**src/rtl/regfile_wb_arbiter.sv**
```systemverilog
// Register-file writeback port arbiter: two valid/ready sources, x0 filter, flush, registered write.
// Define WB_ROUND_ROBIN_EN for round-robin arbitration; default is fixed priority with a req0 starvation counter.
module regfile_wb_arbiter #(
  parameter int unsigned XLEN     = 32,
  parameter int unsigned MAX_WAIT = 4
) (
  input  logic            clk,
  input  logic            rst,
  input  logic            flush,
  input  logic            req0_valid,
  output logic            req0_ready,
  input  logic [4:0]      req0_rd,
  input  logic [XLEN-1:0] req0_data,
  input  logic            req1_valid,
  output logic            req1_ready,
  input  logic [4:0]      req1_rd,
  input  logic [XLEN-1:0] req1_data,
  output logic            rd_valid,
  output logic [4:0]      rd,
  output logic [XLEN-1:0] rd_data,
  output logic            grant_id
);

  localparam int unsigned REG_W = 5;

  logic x0_0, x0_1;
  logic live0, live1;
  logic gnt0, gnt1;

  // x0 writes are accepted immediately and never compete for the port
  assign x0_0  = !flush && req0_valid && (req0_rd == REG_W'(0));
  assign x0_1  = !flush && req1_valid && (req1_rd == REG_W'(0));
  assign live0 = !flush && req0_valid && (req0_rd != REG_W'(0));
  assign live1 = !flush && req1_valid && (req1_rd != REG_W'(0));

`ifdef WB_ROUND_ROBIN_EN
  logic ptr;

  always_comb begin
    gnt0 = 1'b0;
    gnt1 = 1'b0;
    if (live0 && live1) begin
      gnt0 = ptr;
      gnt1 = !ptr;
    end else begin
      gnt0 = live0;
      gnt1 = live1;
    end
  end

  // Pointer remembers the last non-x0 winner
  always_ff @(posedge clk or negedge rst) begin
    if (!rst) begin
      ptr <= 1'b0;
    end else if (gnt0 || gnt1) begin
      ptr <= gnt1;
    end
  end
`else
  localparam int unsigned CNT_W = 4;

  logic [CNT_W-1:0] wait_cnt;
  logic             starved;

  assign starved = (wait_cnt == CNT_W'(MAX_WAIT));

  always_comb begin
    gnt0 = 1'b0;
    gnt1 = 1'b0;
    if (live0 && live1) begin
      gnt0 = starved;
      gnt1 = !starved;
    end else begin
      gnt0 = live0;
      gnt1 = live1;
    end
  end

  // Counts consecutive cycles req0 lost; cleared on grant, idle or flush
  always_ff @(posedge clk or negedge rst) begin
    if (!rst) begin
      wait_cnt <= '0;
    end else if (live0 && !gnt0) begin
      if (!starved) begin
        wait_cnt <= wait_cnt + CNT_W'(1);
      end
    end else begin
      wait_cnt <= '0;
    end
  end
`endif

  assign req0_ready = rst && (x0_0 || gnt0);
  assign req1_ready = rst && (x0_1 || gnt1);

  // Write register: rd/rd_data/grant_id hold when no grant
  always_ff @(posedge clk or negedge rst) begin
    if (!rst) begin
      rd_valid <= 1'b0;
      rd       <= '0;
      rd_data  <= '0;
      grant_id <= 1'b0;
    end else if (gnt0 || gnt1) begin
      rd_valid <= 1'b1;
      rd       <= gnt1 ? req1_rd : req0_rd;
      rd_data  <= gnt1 ? req1_data : req0_data;
      grant_id <= gnt1;
    end else begin
      rd_valid <= 1'b0;
    end
  end

endmodule

```
**config.mk**
```make
export PLATFORM = sky130hd
export DESIGN_NAME = regfile_wb_arbiter
export DESIGN_NICKNAME = d
export VERILOG_FILES = /design/src/rtl/regfile_wb_arbiter.sv
export SDC_FILE = /design/constraint.sdc
export NUM_CORES = 1
export LEC_CHECK = 0
export ABC_AREA = 1
export BUFFER_PORTS_ARGS = -buffer_cell sky130_fd_sc_hd__buf_4
export CAP_MARGIN = 20
export CORE_MARGIN = 2
export CORE_UTILIZATION = 49
export CTS_BUF_LIST = sky130_fd_sc_hd__clkbuf_4 sky130_fd_sc_hd__clkbuf_8
export DETAILED_ROUTE_END_ITERATION = 12
export PLACE_DENSITY = 0.89
export SLEW_MARGIN = 40
export SYNTH_ARGS = -nofsm -noshare
export SYNTH_HDL_FRONTEND = slang
export SYNTH_SLANG_ARGS = --single-unit
```
**constraint.sdc**
```tcl
create_clock -name clk -period 2.14 [get_ports clk]
set_clock_uncertainty 0.1 [all_clocks]
set_input_delay 0.428 -clock clk [delete_from_list [all_inputs] [get_ports clk]]
set_output_delay 0.428 -clock clk [all_outputs]
set_load 0.02 [all_outputs]
```
==> results of run 1 <==
area by class of cell:
type,count,area [um2],area share (%)
clock buffers,6,82.6,2.27
clock inverters,2,35.0,0.962
inverters,12,47.5,1.30
multi-input cells,180,1310,35.9
flip-flops and latches,43,1080,29.5
well taps,70,87.6,2.40
repair buffers,131,1010,27.6
worst paths after layout:
check	start	end	slack, ns	depth (start not counted)
max in group asynchronous	rst	rd_data[14]	1.61	2
min in group clk	req0_data[23]	rd_data[23]	0.25	3
worst max-delay path	wait_cnt[0]	req0_ready	0.09	7
worst max register to register	wait_cnt[0]	rd_data[10]	0.43	9
worst min-delay path	rst	wait_cnt[0]	0.04	2
worst min register to register	wait_cnt[0]	wait_cnt[0]	0.36	1
logic make-up after synthesis:
family	after synthesis	synth area share (%)
buf+inv	32	10.7
xor+xnor	2	0.656
flops	43	40.3
fa+ha+maj	2	0.937
compound gates	3	0.703
simple gates	173	46.7
metrics by stage:
step	power, mW	cell area, um2	hold slack [ns]	util, %	setup WS (ns)
finish	2.46	3640	0.0385	70.4	0.0908
global route	2.58	3640	0.0623	70.4	0.0000440
CTS	2.48	3640	0.0489	70.4	0.00613
detailed placement	1.82	3510	0.219	67.9	0.254
global placement	1.80	3510	0.212	67.9	0.300
floorplan	1.46	2670	0.0324	-	0.255
timing repair:
item	4_1_cts	5_1_grt
endpoints found under the hold margin	17	0
setup endpoints to repair	0	1
resized for setup	0	2
buffers inserted	0	1
hold buffers	1	0
power by group through the flow:
stage          logic [mW]  registers, mW  clock network, mW
2_1_floorplan       0.310           1.15                  0
3_3_place_gp        0.779           1.02                  0
3_5_place_dp        0.800           1.02                  0
4_1_cts             0.801           1.00              0.675
5_1_grt             0.854           1.02              0.711
6_report            0.793           1.00              0.665
synth_stat cells (all sizes together):
cell type | number | share of area (%)
nor2 | 11 | 2.8
xor2 | 1 | 0.33
a31oi | 1 | 0.23
ha | 2 | 0.94
nand3b | 1 | 0.28
nand3 | 115 | 34
o21ai | 1 | 0.19
inv | 12 | 1.8
buf | 20 | 8.9
dfrtp | 43 | 40
nand4 | 1 | 0.23
nand2 | 45 | 9.9
xnor2 | 1 | 0.33
a21boi | 1 | 0.28
state kept, by name (all words and copies together) (netlist names):
name / cells
wait_cnt: 4
rd_valid: 1
rd_data: 32
rd: 5
grant_id: 1
routing by layer:
metal	part of all wire [%]	global-route usage [%]
met1	39	27.9
met5	0	0
met2	53	39.3
met4	2.1	8.75
met3	6.4	5.70
==> results.cfg, run 1 <==
[floorplan]
die_h_um = 77.8
die_area_um2 = 6060
core-area_um2 = 5170
initial_core_util_pct = 51.6
std_cell_rows = 26
ioPinCount = 120
fp.dieW_um = 77.8

[synthesis]
synth_area_um2 = 2670
yosys_warnings = 0
avgSynthCellArea_um2 = 10.5
yosysUniqueCellTypes = 25
synth_fp_nets = 336
syn_inst = 255
ys_ff_latch = 43
ys_seq_area_share_pct = 40.3

[placement]
portBuffers = 119
placedCellCount = 434
dp_hpwl_um = 5010
place.gp.congestion = 0.841

[power]
vdd_ir_drop_max_uv = 383
p_sw_uw = 793
combPwrFrac_pct = 32.2
swShare_pct = 32.2
pwr-share-clk_pct = 27.0
p_int_mw = 1.67
power.leakage_nw = 1.86
powerDensity_nw_per_um2 = 676
sequentialPowerShare_pct = 40.8

[worst_hold_path]
hp-class = in -> async

[routing]
via_per_inst = 5.20
drt_iter0_markers = 104
wire_per_inst_um = 15.1
drt_first_pass_iters = 4
vias = 2309
wl_um = 6720
drc = 0
drtAntennaViolNets = 0

[cells_and_area]
area_delta_synth_final_pct = 36.4
final_common_cell = buf_4
layout.cells.non_filler = 444
fillers = 399
layout-drive-gt1-share_pct = 59.4
fin_nets = 454
diodes = 0
final_cell_mix = 128 x buf_4, 59 x nand3_2, 54 x nand3_1

[timing]
rsz0062_at_grt = false
worstMarginPinSlew_ns = 0.473
fin_tns_setup_ns = 0
fin_crit_sh_pct = 95.8
min_period_ns = 2.05
max_freq_mhz = 488
setup_viol = 0
maxSlewViolCount = 0
finalHoldViolCount = 0
slew_headroom_pct = 68.4

[cts]
cts_buffer_depth = 2
clockRootBuffer = clkbuf_8
cts_tree = built
htreeDepth = 2
clock-sinks = 43
clk_pin_slew_ns = 0.08
cts_made_buffers = 5
insertion_delay_ns = 0.30

[grt]
grt_max_degree = 39
grt_use_total_pct = 23.0
antenna_found_initial = 0
grt.overflow.total = 0
grt_pass1_wl_um = 11000
first_global_vias = 2317

[setup_path]
critPathCaptureType = output port
worst-path-buf-inv = 3
critPathSlowestCell = dfrtp_1
cp.required_ns = 1.61
path_cells = inv_1 > ha_1 > inv_2 > nor2_4 > o21ai_1 > a21boi_1 > buf_4
cp.arrival_ns = 1.52
crit_fanout = 4
max_stage_delay_ns = 0.40
startpoint_type = flop
worstSetupPathType = reg -> out
cp_top_family = flip-flops

[run_status]
status = complete, no violations

[job]
maxCapViolations = 0
Note: power is estimated with default switching activity, not from simulation.
==> run 2, diff against run 1 <==
- CAP_MARGIN: 20 -> unset
- CORE_MARGIN: 2 -> 5
==> run 2 against run 1 <==
Against the previous run: die area increased by 16%; sequential power about the same; cell count decreased by 0.45%; via count decreased by 1.0%; maximum frequency increased by 2.1%; combinational power decreased by 0.8%; worst setup slack improved by 0.043 ns; core utilization decreased by 0.92 points; largest power group unchanged; highest routed layer unchanged.
==> results.cfg, run 2 (same netlist as run 1, synthesis figures left out) <==
[placement]
portBuffers = 119
dp_hpwl_um = 5230
pre_cts_slack_ns = 0.211
place.gp.congestion = 0.802

[cells_and_area]
largest_register_ffs = 32
area_delta_synth_final_pct = 35.5
regMostFlops = rd_data
fin_nets = 452
largestRegisters = rd_data: 32 flops, rd: 5 flops, wait_cnt: 4 flops
final_common_cell = buf_4
diodes = 0
final_cell_mix = 128 x buf_4, 59 x nand3_2, 54 x nand3_1
final_core_util_pct = 69.5
layout-drive-gt1-share_pct = 59.1
fillers = 418

[power]
powerDensity_nw_per_um2 = 673
vdd_ir_drop_max_uv = 371
power.leakage_nw = 1.85

[routing]
via_per_inst = 5.17
vias = 2285
drt_iter0_markers = 85
wire_per_inst_um = 15.3
wl_um = 6780
drc = 0
drtAntennaViolNets = 0
drt_first_pass_iters = 4

[timing]
slew_headroom_pct = 63.5
maxSlewViolCount = 0
setup_viol = 0
min_period_ns = 2.01
fin_crit_sh_pct = 93.7
fin_ws_ns = 0.134
fin_tns_setup_ns = 0
rsz0062_at_grt = false
max_freq_mhz = 498
worstMarginPinSlew_ns = 0.547
finalHoldViolCount = 0

[floorplan]
ioPinCount = 120
initial_core_util_pct = 51.3
die_h_um = 83.8
die_area_um2 = 7030
std_cell_rows = 26
core-area_um2 = 5200
fp.dieW_um = 83.8

[cts]
insertion_delay_ns = 0.28
clockRootBuffer = clkbuf_8
clock-sinks = 43
cts_hold_buf = 0
cts_tree = built
cts_buffer_depth = 2
cts_made_buffers = 5
clk_pin_slew_ns = 0.08
htreeDepth = 2

[setup_path]
cp.required_ns = 1.61
rrSetupSlack_ns = 0.51
startpoint_type = flop
critPathSlowestCell = dfrtp_1
path_cells = inv_1 > ha_1 > inv_2 > nor2_4 > o21ai_0 > a21boi_1 > buf_4
critPathCaptureType = output port
cp.arrival_ns = 1.48
max_stage_delay_ns = 0.41
worstSetupPathType = reg -> out
crit_fanout = 4

[grt]
grt.overflow.total = 0
grt_max_degree = 44
first_global_vias = 2434
grt_use_total_pct = 19.7
antenna_found_initial = 0
grt_pass1_wl_um = 11500

[worst_hold_path]
hp-class = in -> async

[run_status]
status = complete, no violations

[job]
maxCapViolations = 0
-- run 2: changes by cell type in the layout (fill, tap and decap cells not counted), sizes merged --
cell and change:
buf -2
-- run 2: layout make-up --
| type | instances | area [um2] | share of cell area, % |
|---|---|---|---|
| inverters | 12 | 47.5 | 1.31 |
| multi-input cells | 180 | 1310 | 36.2 |
| clock inverters | 2 | 35.0 | 0.968 |
| flip-flops and latches | 43 | 1080 | 29.7 |
| clock buffers | 6 | 82.6 | 2.28 |
| well taps | 70 | 87.6 | 2.42 |
| repair buffers | 129 | 981 | 27.1 |
-- run 2: stage by stage --
step                total power, mW  cell area (um2)  hold WS, ns  instances
floorplan                      1.46             2670       0.0324        255
global placement               1.80             3490        0.368        433
detailed placement             1.81             3490        0.382        433
CTS                            2.47             3610        0.152        441
global route                   2.56             3620        0.181        442
finish                         2.44             3620        0.127        442
-- run 2: worst max-delay path, delay by kind of cell, from the launching register on --
| kind | cells | cell delay, ns |
|---|---|---|
| compound gates | 2 | 0.24 |
| buf+inv | 3 | 0.25 |
| fa+ha+maj | 1 | 0.14 |
| simple gates | 1 | 0.14 |
| flops | 1 | 0.41 |
-- run 2: path summary, 6_finish.rpt --
check | from | to | cells past startpoint
setup / recovery | wait_cnt[1] | req0_ready | 7
hold / removal | rst | rd_data[31] | 2
setup reg to reg | wait_cnt[1] | rd_data[3] | 9
hold reg to reg | wait_cnt[0] | wait_cnt[0] | 1
max in group asynchronous | rst | rd_data[20] | 2
min in group clk | req0_data[8] | rd_data[8] | 3
-- run 2: per-layer routing --
metal	wire [um]	global-route usage, %	part of all wire, %
met5	0	0	0
met2	3320	33.3	49
met1	2830	24.1	42
met3	532	6.02	7.8
met4	100	5.99	1.5
-- run 2: power by group --
group          leakage [nW]  internal (mW)  switching (mW)
logic                  1.27          0.363           0.424
registers             0.520          0.924          0.0785
clock network        0.0612          0.378           0.269
-- run 2: what timing repair did --
item	CTS	global route
resized for setup	0	1
setup endpoints to repair	0	1
setup buffers	0	1
